$ cat src/rtl/wb_stage_buffer.sv
// wb_stage_buffer: DEPTH-entry elastic writeback stage between EX/MEM and WB.
// Each entry holds a data word and its hazard tag. Upstream and downstream use
// valid/ready handshakes. The stage also supports flush, stall and occupancy
// reporting. BYPASS=1 lets a word pass through combinationally when the stage
// is empty and the word is taken in the same cycle. BYPASS=0 always registers
// the word, which adds one cycle of latency.
// Optional feature: define WB_STAGE_STATS_EN to add the stall_cycles output.
// It is a saturating count of cycles in which a valid output was held back.
// The reset port 'rst' is asynchronous and active-low.
`timescale 1ns/1ps

module wb_stage_buffer #(
  parameter int unsigned DATA_W = 32,
  parameter int unsigned HAZ_W  = 2,
  parameter int unsigned DEPTH  = 2,
  parameter bit          BYPASS = 1'b1,
  localparam int unsigned CNT_W = $clog2(DEPTH + 1),
  localparam int unsigned PTR_W = (DEPTH > 1) ? $clog2(DEPTH) : 1
) (
  input  logic              clk,
  input  logic              rst,
  input  logic              flush,
  input  logic              stall,
  input  logic              in_valid,
  output logic              in_ready,
  input  logic [HAZ_W-1:0]  in_hazard,
  input  logic [DATA_W-1:0] in_data,
  output logic              out_valid,
  input  logic              out_ready,
  output logic [HAZ_W-1:0]  out_hazard,
  output logic [DATA_W-1:0] out_data,
  output logic [CNT_W-1:0]  count
`ifdef WB_STAGE_STATS_EN
  ,
  output logic [15:0]       stall_cycles
`endif
);

  typedef struct packed {
    logic [HAZ_W-1:0]  hazard;
    logic [DATA_W-1:0] data;
  } entry_t;

  entry_t           mem_q [DEPTH];
  entry_t           mem_d [DEPTH];
  logic [PTR_W-1:0] wr_ptr_q, wr_ptr_d;
  logic [PTR_W-1:0] rd_ptr_q, rd_ptr_d;
  logic [CNT_W-1:0] count_q, count_d;

  logic   empty;
  logic   not_full;
  logic   bypass_sel;
  logic   push;
  logic   pop;
  logic   wr_en;
  logic   rd_en;
  entry_t head;

  // Advance a circular pointer. DEPTH need not be a power of two, so the
  // pointer wraps explicitly instead of relying on natural overflow.
  function automatic logic [PTR_W-1:0] ptr_inc(input logic [PTR_W-1:0] p);
    return (p == PTR_W'(DEPTH - 1)) ? '0 : p + 1'b1;
  endfunction

  assign empty    = (count_q == '0);
  assign not_full = (count_q < CNT_W'(DEPTH));
  assign head     = mem_q[rd_ptr_q];
  assign count    = count_q;

  // Handshake and output selection. The reset input is also used as a gate
  // here, so both sides stay quiet while reset is held even if in_valid is high.
  always_comb begin
    // NOTE: every signal written in always_comb gets a default first; a path that leaves one unassigned infers a latch.
    bypass_sel = BYPASS && empty && in_valid && rst && !stall && !flush;
    in_ready   = rst && not_full && !stall && !flush;
    out_valid  = 1'b0;
    out_data   = head.data;
    out_hazard = head.hazard;
    if (!empty) begin
      // A stored head stays valid through a stall. Only flush or reset hides it.
      out_valid = rst && !flush;
    end else if (bypass_sel) begin
      out_valid  = 1'b1;
      out_data   = in_data;
      out_hazard = in_hazard;
    end
    push  = in_valid && in_ready;
    pop   = out_valid && out_ready && !stall && !flush;
    // A bypassed word taken in the same cycle never touches storage.
    wr_en = push && !(bypass_sel && out_ready);
    rd_en = pop && !empty;
  end

  // Next-state logic for the pointers, the occupancy count and the storage.
  always_comb begin
    wr_ptr_d = wr_ptr_q;
    rd_ptr_d = rd_ptr_q;
    count_d  = count_q;
    mem_d    = mem_q;
    if (flush) begin
      wr_ptr_d = '0;
      rd_ptr_d = '0;
      count_d  = '0;
    end else begin
      if (wr_en) begin
        mem_d[wr_ptr_q] = '{hazard: in_hazard, data: in_data};
        wr_ptr_d        = ptr_inc(wr_ptr_q);
      end
      if (rd_en) begin
        rd_ptr_d = ptr_inc(rd_ptr_q);
      end
      unique case ({wr_en, rd_en})
        2'b10:   count_d = count_q + CNT_W'(1);
        2'b01:   count_d = count_q - CNT_W'(1);
        default: count_d = count_q;
      endcase
    end
  end

  // State registers. Stall needs no term here: push and pop are both zero
  // during a stall, so the _d values already equal the _q values.
  always_ff @(posedge clk or negedge rst) begin
    if (!rst) begin
      wr_ptr_q <= '0;
      rd_ptr_q <= '0;
      count_q  <= '0;
      // NOTE: storage is reset explicitly so the head never drives X on an empty stage; this costs reset fan-out on every entry.
      for (int i = 0; i < int'(DEPTH); i++) begin
        mem_q[i] <= '0;
      end
    end else begin
      // NOTE: sequential state uses non-blocking assignments so all flops see pre-edge values, independent of statement order.
      wr_ptr_q <= wr_ptr_d;
      rd_ptr_q <= rd_ptr_d;
      count_q  <= count_d;
      mem_q    <= mem_d;
    end
  end

`ifdef WB_STAGE_STATS_EN
  logic [15:0] stall_cycles_q, stall_cycles_d;

  // Count cycles in which a valid word is held back, saturating at all-ones.
  // Only reset clears this counter; flush leaves it alone.
  always_comb begin
    stall_cycles_d = stall_cycles_q;
    if (out_valid && (!out_ready || stall) && (stall_cycles_q != 16'hFFFF)) begin
      stall_cycles_d = stall_cycles_q + 16'd1;
    end
  end

  // Stall statistics register.
  always_ff @(posedge clk or negedge rst) begin
    if (!rst) begin
      stall_cycles_q <= '0;
    end else begin
      stall_cycles_q <= stall_cycles_d;
    end
  end

  assign stall_cycles = stall_cycles_q;
`endif

endmodule

$ cat config.mk
export PLATFORM = sky130hd
export DESIGN_NAME = wb_stage_buffer
export DESIGN_NICKNAME = d
export VERILOG_FILES = /design/src/rtl/wb_stage_buffer.sv
export SDC_FILE = /design/constraint.sdc
export NUM_CORES = 1
export LEC_CHECK = 0
export CORE_MARGIN = 2
export CORE_UTILIZATION = 46
export DETAILED_ROUTE_END_ITERATION = 16
export PLACE_DENSITY = 0.89
export SLEW_MARGIN = 10
export SYNTH_ARGS = -nofsm -noshare
export SYNTH_HDL_FRONTEND = slang
export SYNTH_SLANG_ARGS = --single-unit
$ cat constraint.sdc
create_clock -name clk -period 2 [get_ports clk]
set_input_delay 0.3 -clock clk [delete_from_list [all_inputs] [get_ports clk]]
set_output_delay 0.3 -clock clk [all_outputs]
set_load 0.01 [all_outputs]
Word-level counts from Yosys, hierarchy flattened

Cells that the tools add are included.

Register bits: 72
Input port bits: 40
Logic and storage cells: 65

Add/subtract/negate cells: 4
Order comparisons: 4
Equality and inequality tests: 2
Mux-type cells: 20
Bitwise logic cells: 3
Reductions and logical operators: 25

Operators with widths:

| operator                                                               | number |
|---|---|
| 34-bit two-way mux                                                     | 4 |
| 68-bit bitwise mux                                                     | 1 |
| 32-bit two-way mux                                                     | 2 |
| 34-bit demux with 1-bit select                                         | 1 |
| 1-bit logical AND                                                      | 16 |
| 1-bit two-way mux                                                      | 8 |
| 2-bit two-way mux                                                      | 3 |
| 2-bit >= comparator (second input constant)                            | 2 |
| 1-bit logical NOT                                                      | 4 |
| 1-bit inverter with 2-bit output                                       | 2 |
| 2-bit case mux with 2 select lines                                     | 1 |
| 2-bit nonzero test                                                     | 2 |
| 3-bit nonzero test                                                     | 1 |
| 1-bit adder (second input constant)                                    | 2 |
| 2-bit by 1-bit adder with 2-bit output (second input constant)         | 1 |
| 2-bit by 1-bit equality test with 1-bit output (second input constant) | 1 |
| 2-bit equality test (second input constant)                            | 1 |
| 2-bit logical NOT                                                      | 1 |
| 2-bit by 1-bit < comparator with 1-bit output (second input constant)  | 1 |
| 2-bit < comparator (second input constant)                             | 1 |
| 2-bit AND reduction                                                    | 1 |
| 2-bit by 1-bit subtractor with 2-bit output (second input constant)    | 1 |
| 1-bit inverter                                                         | 1 |

Longest topological paths before layout

Gate-level depths: netlist (run 1).

Depth in word-level cells: 14
Mapped depth: 6

Worst setup path after synthesis (run 1)

No wires, ideal clock.

Path type: reg2out
From: reg count_q[1] (netlist: count[1])
To: out out_data[1]
Arrival time: 1.659 ns
Required time: 1.700 ns
Setup slack: 0.041 ns
Stages on the path, launching flop included: 7
Path buffers: 2
Cell sequence: dfrtp_1 > nand2b_1 > nor4_2 > clkbuf_1 > buf_2 > nand2_1 > o21ai_0

Word-level cells in the longest chain between the ends: 7

Ends and longest elaborated chain:

| what                            | RTL line | text |
|---|---|---|
| start, declared                 | 48       | `logic [CNT_W-1:0] count_q, count_d;` |
| start signal, assigned          | 135      | `count_q <= count_d;` |
| 2-bit logical NOT (*)           | 65       | `assign empty = (count_q == '0);` |
| 1-bit logical AND (4 in series) | 74       | `bypass_sel = BYPASS && empty && in_valid && rst && !stall && !flush;` |
| 32-bit two-way mux              | 82       | `end else if (bypass_sel) begin` |
| 32-bit two-way mux (*)          | 79       | `if (!empty) begin` |
| end, declared                   | 31       | `output logic [DATA_W-1:0] out_data,` |

Every way passes the cells marked *; elsewhere a longest branch is shown, timed or not.

Worst setup path after layout (run 1)

From: reg count_q[1] (netlist: count[1])
To: out out_data[4]

The elaborated chain is that of the path after synthesis.

==> parameters.txt, run 1 <==
Parameter                              Value

Clocking
  Clock tree from TritonCTS    done
  Sink Count    72
  Clock latency on the worst-skew pair    0.34 ns
  Maximum buffer depth of the clock tree    2
  Reg clk slew, reported paths    0.08 ns
  Clock H-tree levels    3
  Number of CTS-inserted buffers    9
  Root buffer selected by CTS    sky130_fd_sc_hd__clkbuf_8
  CTS Hold Buffers Added    0

Power and ir drop
  Static leakage    2.31 nW
  Tot Pwr    3.94 mW
  Cell Pwr Density    772 nW/um2
  Peak supply drop    0.526 mV

Floorplan
  Area of the core region    7290 um2
  Die area    8310 um2
  Die span in y    91.2 um
  Total I/O pin count    78
  Core Rows    31
  Effective utilization at floorplan    0.479
  DIE WIDTH    91.2 um

Logic synthesis
  Top cell type by total area after synthesis    sky130_fd_sc_hd__dfrtp_1
  Dominant cell by count in the synthesized netlist    sky130_fd_sc_hd__dfrtp_1
  Post-synth EDFFs    0
  Syn Std Cell Area    3490 um2
  Number of warning messages in the yosys log    0
  Per-instance average area after synthesis    12.1 um2
  Yosys cell types    29
  Most used flip-flop cell after synthesis    sky130_fd_sc_hd__dfrtp_1
  Post-synthesis sequential element count    72
  Most common library cells after synthesis    72 x sky130_fd_sc_hd__dfrtp_1, 38 x sky130_fd_sc_hd__mux2_2, 36 x sky130_fd_sc_hd__o21ai_0
  Yosys top cell area share    0.516
  Synthesized net count    328
  Post-Syn Instances    288
  Share of synthesized area occupied by flip-flops and latches    0.516
  Asr flop ratio synth    1.00
  Area contributors post-synth    sky130_fd_sc_hd__dfrtp_1 52%, sky130_fd_sc_hd__mux2_2 12%, sky130_fd_sc_hd__mux2i_1 9.7%, sky130_fd_sc_hd__mux2_1 9.7%, sky130_fd_sc_hd__o21ai_0 5.2%

Placed design
  Post-Place Cells    466
  Place WS    -0.553 ns
  Final GP Congestion    0.796
  Post-Place Cell Area    4550 um2
  Total of buffers placed on input and output ports    77
  DP Wirelength    5240 um

Global routing
  Wire length of the first global-routing pass    13900 um
  Global-route total usage across every layer    0.214
  Number of antenna violations at the first check in global routing    0
  Maximum number of pins on one net before global-route repair    44
  Number of global-route vias before repair    2745
  Global-route congestion overflow total    0

Drt
  Post-route DRC violation count    0
  Total routed wirelength    8840 um
  Remaining antenna violation count    0
  Detailed-route vias per instance    5.31
  Total number of vias    2633
  Pre-Repair DR Iteration Count    4
  Initial detailed-routing violation count    152
  Per-cell routed wire length    17.8 um

STA
  Final-report hold violation count    0
  Post-layout min period    2.06 ns
  Final cycle utilization of the critical path    1.03
  Max frequency    0.485 GHz
  Setup slack after layout    -0.0627 ns
  Setup-failing EPs final    33
  Relative slew margins    0.635
  Setup repair after global routing missed its margin    yes
  Final max-slew violation count    0
  Slew of the pin with the lowest slew margin    0.548 ns
  Worst slack on hold paths    0.115 ns
  Clock skew    0.0130 ns

Cells and area
  Final Instance Count excl. Fillers    496
  Area added between synthesis and finish    45.9%
  Non-Filler Cell Area, Final    5100 um2
  Share of layout cells above drive strength 1    0.469
  Number of antenna cells inserted    0
  Final net count    433
  Fillers    528

Worst setup path
  Cell count of the worst reg-to-reg path    7
  R2r endpoint    mem_q[47]
  Critical path required time    1.70 ns
  Category of the worst setup path capture point    output port
  Maximum net fanout on the critical path    6
  Class of the most critical setup path    reg -> out
  Reg-to-reg critical path startpoint    count[0]
  Crit start category    register
  Reg2reg setup slack    0.06 ns
  Critical path arrival    1.76 ns

Run status
  Run status    finished, violations left
  Violated checks    negative setup slack

Min path
  Type of the most critical hold path    in -> async

Flow run
  Max cap viols    0
registers in the layout, indices dropped and copies added (netlist names):
signal and flops:
rd_ptr_q 1, mem_q 68, count 2, wr_ptr_q 1
critical path, cell delays in order, from the launching register on:
cell                        delay (ns)
sky130_fd_sc_hd__dfrtp_1          0.38
sky130_fd_sc_hd__nand2b_4         0.16
sky130_fd_sc_hd__nor4_4           0.13
sky130_fd_sc_hd__buf_4            0.18
sky130_fd_sc_hd__buf_12           0.15
sky130_fd_sc_hd__clkbuf_16        0.16
sky130_fd_sc_hd__nand2_2          0.04
sky130_fd_sc_hd__o21ai_1          0.07
sky130_fd_sc_hd__buf_2            0.15
metal layers:
metal / vias up / global-route usage / wire length, um
met1: 1322 / 0.265 / 3830
li1: 1231 / - / -
met4: 0 / 0.0783 / 151
met2: 66 / 0.370 / 4470
met3: 14 / 0.0456 / 379
met5: - / 0 / 0
timing repair:
item                                    CTS  global route
endpoints found under the setup margin   60            63
gates cloned                              4             3
pin swaps                                17            12
buffers inserted                          7             2
endpoints found under the hold margin     0             0
resized for setup                       211            50
area by class of cell:
cell class,instances,area (um2),share of cell area
clock buffer,10,138,0.0270
inverter,1,3.75,0.000736
sequential,72,1800,0.354
tap,99,124,0.0243
clock inverter,5,81.3,0.0160
timing repair buffer,113,1130,0.221
multi-input combinational,196,1820,0.357
cells by family after synthesis:
logic type,synth area share
compound gates,0.0662
xor+xnor,0.00752
buf+inv,0.0308
flops,0.516
mux,0.317
simple gates,0.0634
worst max-delay path by stage:
stage | startpoint | cells after the start | endpoint
global route | count[0] | 7 | out_data[6]
floorplan | count[1] | 6 | out_data[1]
CTS | count[1] | 8 | out_data[6]
finish | count[1] | 8 | out_data[4]
detailed placement | stall | 8 | out_data[6]
global placement | stall | 8 | out_data[6]
power by group:
part / internal, mW / switching (mW) / leakage [nW]
Clock: 0.729 / 0.534 / 0.108
Combinational: 0.474 / 0.451 / 1.26
Sequential: 1.65 / 0.0975 / 0.942
metrics by stage:
stage / util / TNS [ns]
floorplan: - / 0
global placement: 0.623 / -37.09
detailed placement: 0.623 / -38.26
CTS: 0.663 / -2.07
global route: 0.699 / -3.66
finish: 0.699 / -1.05
cell usage in the layout, fill, tap and decap left out, drive strengths merged, types with 2 or more instances in the layout:
cell type and count:
buf 69, bufinv 2, clkbuf 13, clkdlybuf4s50 37
clkinv 2, dfrtp 72, dlygate4sd2 4, mux2 68
mux2i 34, nand2 36, nand2b 2, nor2 4
nor2b 2, o21ai 37, xor2 2
No activity file was read; power rests on OpenSTA's default activity.
==> inputs of run 2 (changes only) <==
--- a/config.mk
+++ b/config.mk
@@ -5,10 +5,11 @@
 export SDC_FILE = /design/constraint.sdc
 export NUM_CORES = 1
 export LEC_CHECK = 0
+export ABC_AREA = 1
 export CORE_MARGIN = 2
 export CORE_UTILIZATION = 46
 export DETAILED_ROUTE_END_ITERATION = 16
-export PLACE_DENSITY = 0.89
+export PLACE_DENSITY = 0.74
 export SLEW_MARGIN = 10
 export SYNTH_ARGS = -nofsm -noshare
 export SYNTH_HDL_FRONTEND = slang
==> parameters.txt, run 2 <==
Parameter                              Value

Drt
  Per-cell routed wire length    15.7 um
  Initial detailed-routing violation count    199
  Remaining antenna violation count    0
  Total number of vias    3713
  Pre-Repair DR Iteration Count    5
  Total routed wirelength    11100 um
  Post-route DRC violation count    0
  Detailed-route vias per instance    5.26

Clocking
  Number of CTS-inserted buffers    9
  Root buffer selected by CTS    sky130_fd_sc_hd__clkbuf_8
  Clock H-tree levels    3
  Maximum buffer depth of the clock tree    2
  Clock tree from TritonCTS    done
  Clock latency on the worst-skew pair    0.34 ns
  Reg clk slew, reported paths    0.07 ns
  Sink Count    72

Power and ir drop
  Peak supply drop    0.532 mV
  Static leakage    2.63 nW
  Cell Pwr Density    779 nW/um2

Worst setup path
  R2r endpoint    mem_q[51]
  Slowest stage cell, crit path    sky130_fd_sc_hd__dfrtp_1
  Category of the worst setup path capture point    register
  Critical path arrival    2.40 ns
  Cell count of the worst reg-to-reg path    15
  Crit start category    register
  Maximum net fanout on the critical path    8
  Slowest cell delay on critical path    0.37 ns
  Worst Setup SP    count[1]
  Class of the most critical setup path    reg -> reg
  Buffers & Inverters on Critical Path    7
  Reg2reg setup slack    -0.17 ns
  Worst path top cell family by delay    buffers and inverters
  Reg-to-reg critical path startpoint    count[1]
  Critical path required time    2.23 ns
  CP cell instances    nor2_2, nand2_2, nor2_4, buf_6, buf_8, buf_16, buf_12, buf_6, nand2_4, nand2_8, nor2_4, clkinv_4, clkbuf_16, nand2_2, nand2_1

STA
  Max frequency    0.461 GHz
  Setup repair after global routing missed its margin    yes
  Final cycle utilization of the critical path    1.08
  Final max-slew violation count    0
  Clock skew    0.00497 ns
  Post-Route Setup TNS    -7.76 ns
  Slew of the pin with the lowest slew margin    0.759 ns
  Post-layout min period    2.17 ns
  Setup slack after layout    -0.168 ns
  Final-report hold violation count    0
  Relative slew margins    0.494
  Setup-failing EPs final    88

Cells and area
  Final net count    639
  Area added between synthesis and finish    50.1%
  Final Instance Count excl. Fillers    706
  Post-layout util    0.718
  Biggest register    mem_q
  Share of layout cells above drive strength 1    0.380
  Number of flip-flops under the largest register name    68
  Most common library cell in the layout ignoring fill and taps    sky130_fd_sc_hd__nand2_1
  Most frequent cells in the layout    126 x sky130_fd_sc_hd__nand2_1, 78 x sky130_fd_sc_hd__nand2_2, 71 x sky130_fd_sc_hd__dfrtp_1, 55 x sky130_fd_sc_hd__o21ai_0, 43 x sky130_fd_sc_hd__inv_1

Floorplan
  Die area    8810 um2
  Die span in y    93.9 um
  Area of the core region    7770 um2
  Core Rows    32
  Total I/O pin count    78
  DIE WIDTH    93.9 um
  Effective utilization at floorplan    0.478

Logic synthesis
  Per-instance average area after synthesis    7.55 um2
  Dominant cell by count in the synthesized netlist    sky130_fd_sc_hd__nand2_1
  Post-synth EDFFs    0
  Post-synthesis compound-gate area fraction    0.162
  Post-synthesis share of cell area spent on full adders, half adders and majority gates    0
  Post-Syn Instances    492
  Number of warning messages in the yosys log    0
  Portion of netlist area occupied by mux cells    0
  Most common library cells after synthesis    223 x sky130_fd_sc_hd__nand2_1, 72 x sky130_fd_sc_hd__dfrtp_1, 72 x sky130_fd_sc_hd__o21ai_0
  Yosys top cell area share    0.485
  Share of synthesized area occupied by flip-flops and latches    0.485
  Syn Std Cell Area    3720 um2
  Area fraction in and, or, nand and nor cells after synthesis    0.257
  Synthesized net count    532
  Yosys cell types    21
  Area contributors post-synth    sky130_fd_sc_hd__dfrtp_1 48%, sky130_fd_sc_hd__nand2_1 23%, sky130_fd_sc_hd__o21ai_0 9.7%, sky130_fd_sc_hd__o21ai_2 4.7%, sky130_fd_sc_hd__inv_1 4.3%
  Post-synthesis sequential element count    72
  Asr flop ratio synth    1.00
  Synth Area in XOR/XNOR    0
  Most used flip-flop cell after synthesis    sky130_fd_sc_hd__dfrtp_1
  Combinational family with the most area after synthesis    simple AND/OR/NAND/NOR gates
  Top cell type by total area after synthesis    sky130_fd_sc_hd__dfrtp_1

Placed design
  DP Wirelength    5780 um
  Total of buffers placed on input and output ports    77
  Final GP Congestion    0.798
  Post-Place Cells    665

Min path
  Type of the most critical hold path    in -> async

Run status
  Run status    finished, violations left
  Violated checks    negative setup slack

Global routing
  Wire length of the first global-routing pass    15600 um
  Global-route congestion overflow total    0
  Global-route total usage across every layer    0.225
  Number of antenna violations at the first check in global routing    1
  Maximum number of pins on one net before global-route repair    60
  Number of global-route vias before repair    3374

Flow run
  Max cap viols    0
==> run 2: changes by cell type in the layout (fill, tap and decap cells not counted), sizes merged, moves of 3 or more <==
cell	before	now
nand4	0	3
mux2	68	0
nand3	1	5
o21ai	37	103
clkbuf	13	18
mux2i	34	0
clkdlybuf4s15	0	3
nor2	4	7
inv	1	43
nand2	36	226
buf	69	72
==> run 2: area by class of cell <==
class / count / area, um2
Fill cell: 578 / 2190
Multi-Input combinational cell: 347 / 1960
Timing Repair Buffer: 125 / 1330
Clock buffer: 11 / 141
Inverter: 44 / 170
Antenna cell: 1 / 2.50
Clock inverter: 4 / 45.0
Tap cell: 102 / 128
Sequential cell: 72 / 1800
==> run 2: worst max path at each step <==
stage	to	slack [ns]	cells past startpoint
floorplan	out_data[10]	0.34	6
global placement	out_data[20]	-0.34	8
detailed placement	out_data[20]	-0.37	8
CTS	out_data[16]	-0.11	9
global route	mem_q[51]	-0.24	15
finish	mem_q[51]	-0.17	15
==> run 2: metrics by stage <==
| step | hold slack, ns | instance area [um2] | power [mW] | setup slack, ns |
|---|---|---|---|---|
| after floorplan | 0.00441 | 3720 | 2.50 | 0.340 |
| after global placement | 0.265 | 4730 | 3.07 | -0.343 |
| after detailed placement | 0.262 | 4730 | 3.12 | -0.374 |
| after CTS | 0.447 | 4990 | 4.12 | -0.115 |
| after global routing | 0.464 | 5580 | 4.59 | -0.241 |
| final | 0.465 | 5580 | 4.34 | -0.168 |
==> run 2: worst reg2reg max path, cell delays in order, from the launching register on <==
cell and delay, ns:
sky130_fd_sc_hd__dfrtp_1 0.37, sky130_fd_sc_hd__nor2_2 0.06, sky130_fd_sc_hd__nand2_2 0.09, sky130_fd_sc_hd__nor2_4 0.06
sky130_fd_sc_hd__buf_6 0.12, sky130_fd_sc_hd__buf_8 0.13, sky130_fd_sc_hd__buf_16 0.14, sky130_fd_sc_hd__buf_12 0.14
sky130_fd_sc_hd__buf_6 0.12, sky130_fd_sc_hd__nand2_4 0.07, sky130_fd_sc_hd__nand2_8 0.07, sky130_fd_sc_hd__nor2_4 0.21
sky130_fd_sc_hd__clkinv_4 0.16, sky130_fd_sc_hd__clkbuf_16 0.20, sky130_fd_sc_hd__nand2_2 0.06, sky130_fd_sc_hd__nand2_1 0.06
==> run 2: what timing repair did <==
item,4_1_cts,5_1_grt
pin swaps,4,24
gates resized for setup,160,142
setup buffers,9,7
hold endpoints to repair,13,0
hold buffers,1,0
setup endpoints to repair,36,102
cloned,3,8
==> run 2: metal layers <==
| layer | wire length (um) | share of wire | GRT usage | vias to the layer above |
|---|---|---|---|---|
| met2 | 5650 | 0.51 | 0.385 | 146 |
| met5 | 0 | 0 | 0 | - |
| met3 | 658 | 0.059 | 0.0345 | 31 |
| met4 | 302 | 0.027 | 0.0785 | 0 |
| li1 | - | - | - | 1760 |
| met1 | 4470 | 0.40 | 0.293 | 1776 |
==> run 2: kinds of logic (layout without fill, tap and decap cells) <==
kind of cell | after synthesis | in the layout
compound gates | 105 | 105
buf+inv | 73 | 184
flops | 72 | 72
simple gates | 242 | 242
other cells | 0 | 1
==> run 2: power by group <==
part	internal (mW)	switching [mW]	total (mW)
Clock	0.598	0.528	1.13
Sequential	1.76	0.177	1.94
Combinational	0.604	0.673	1.28
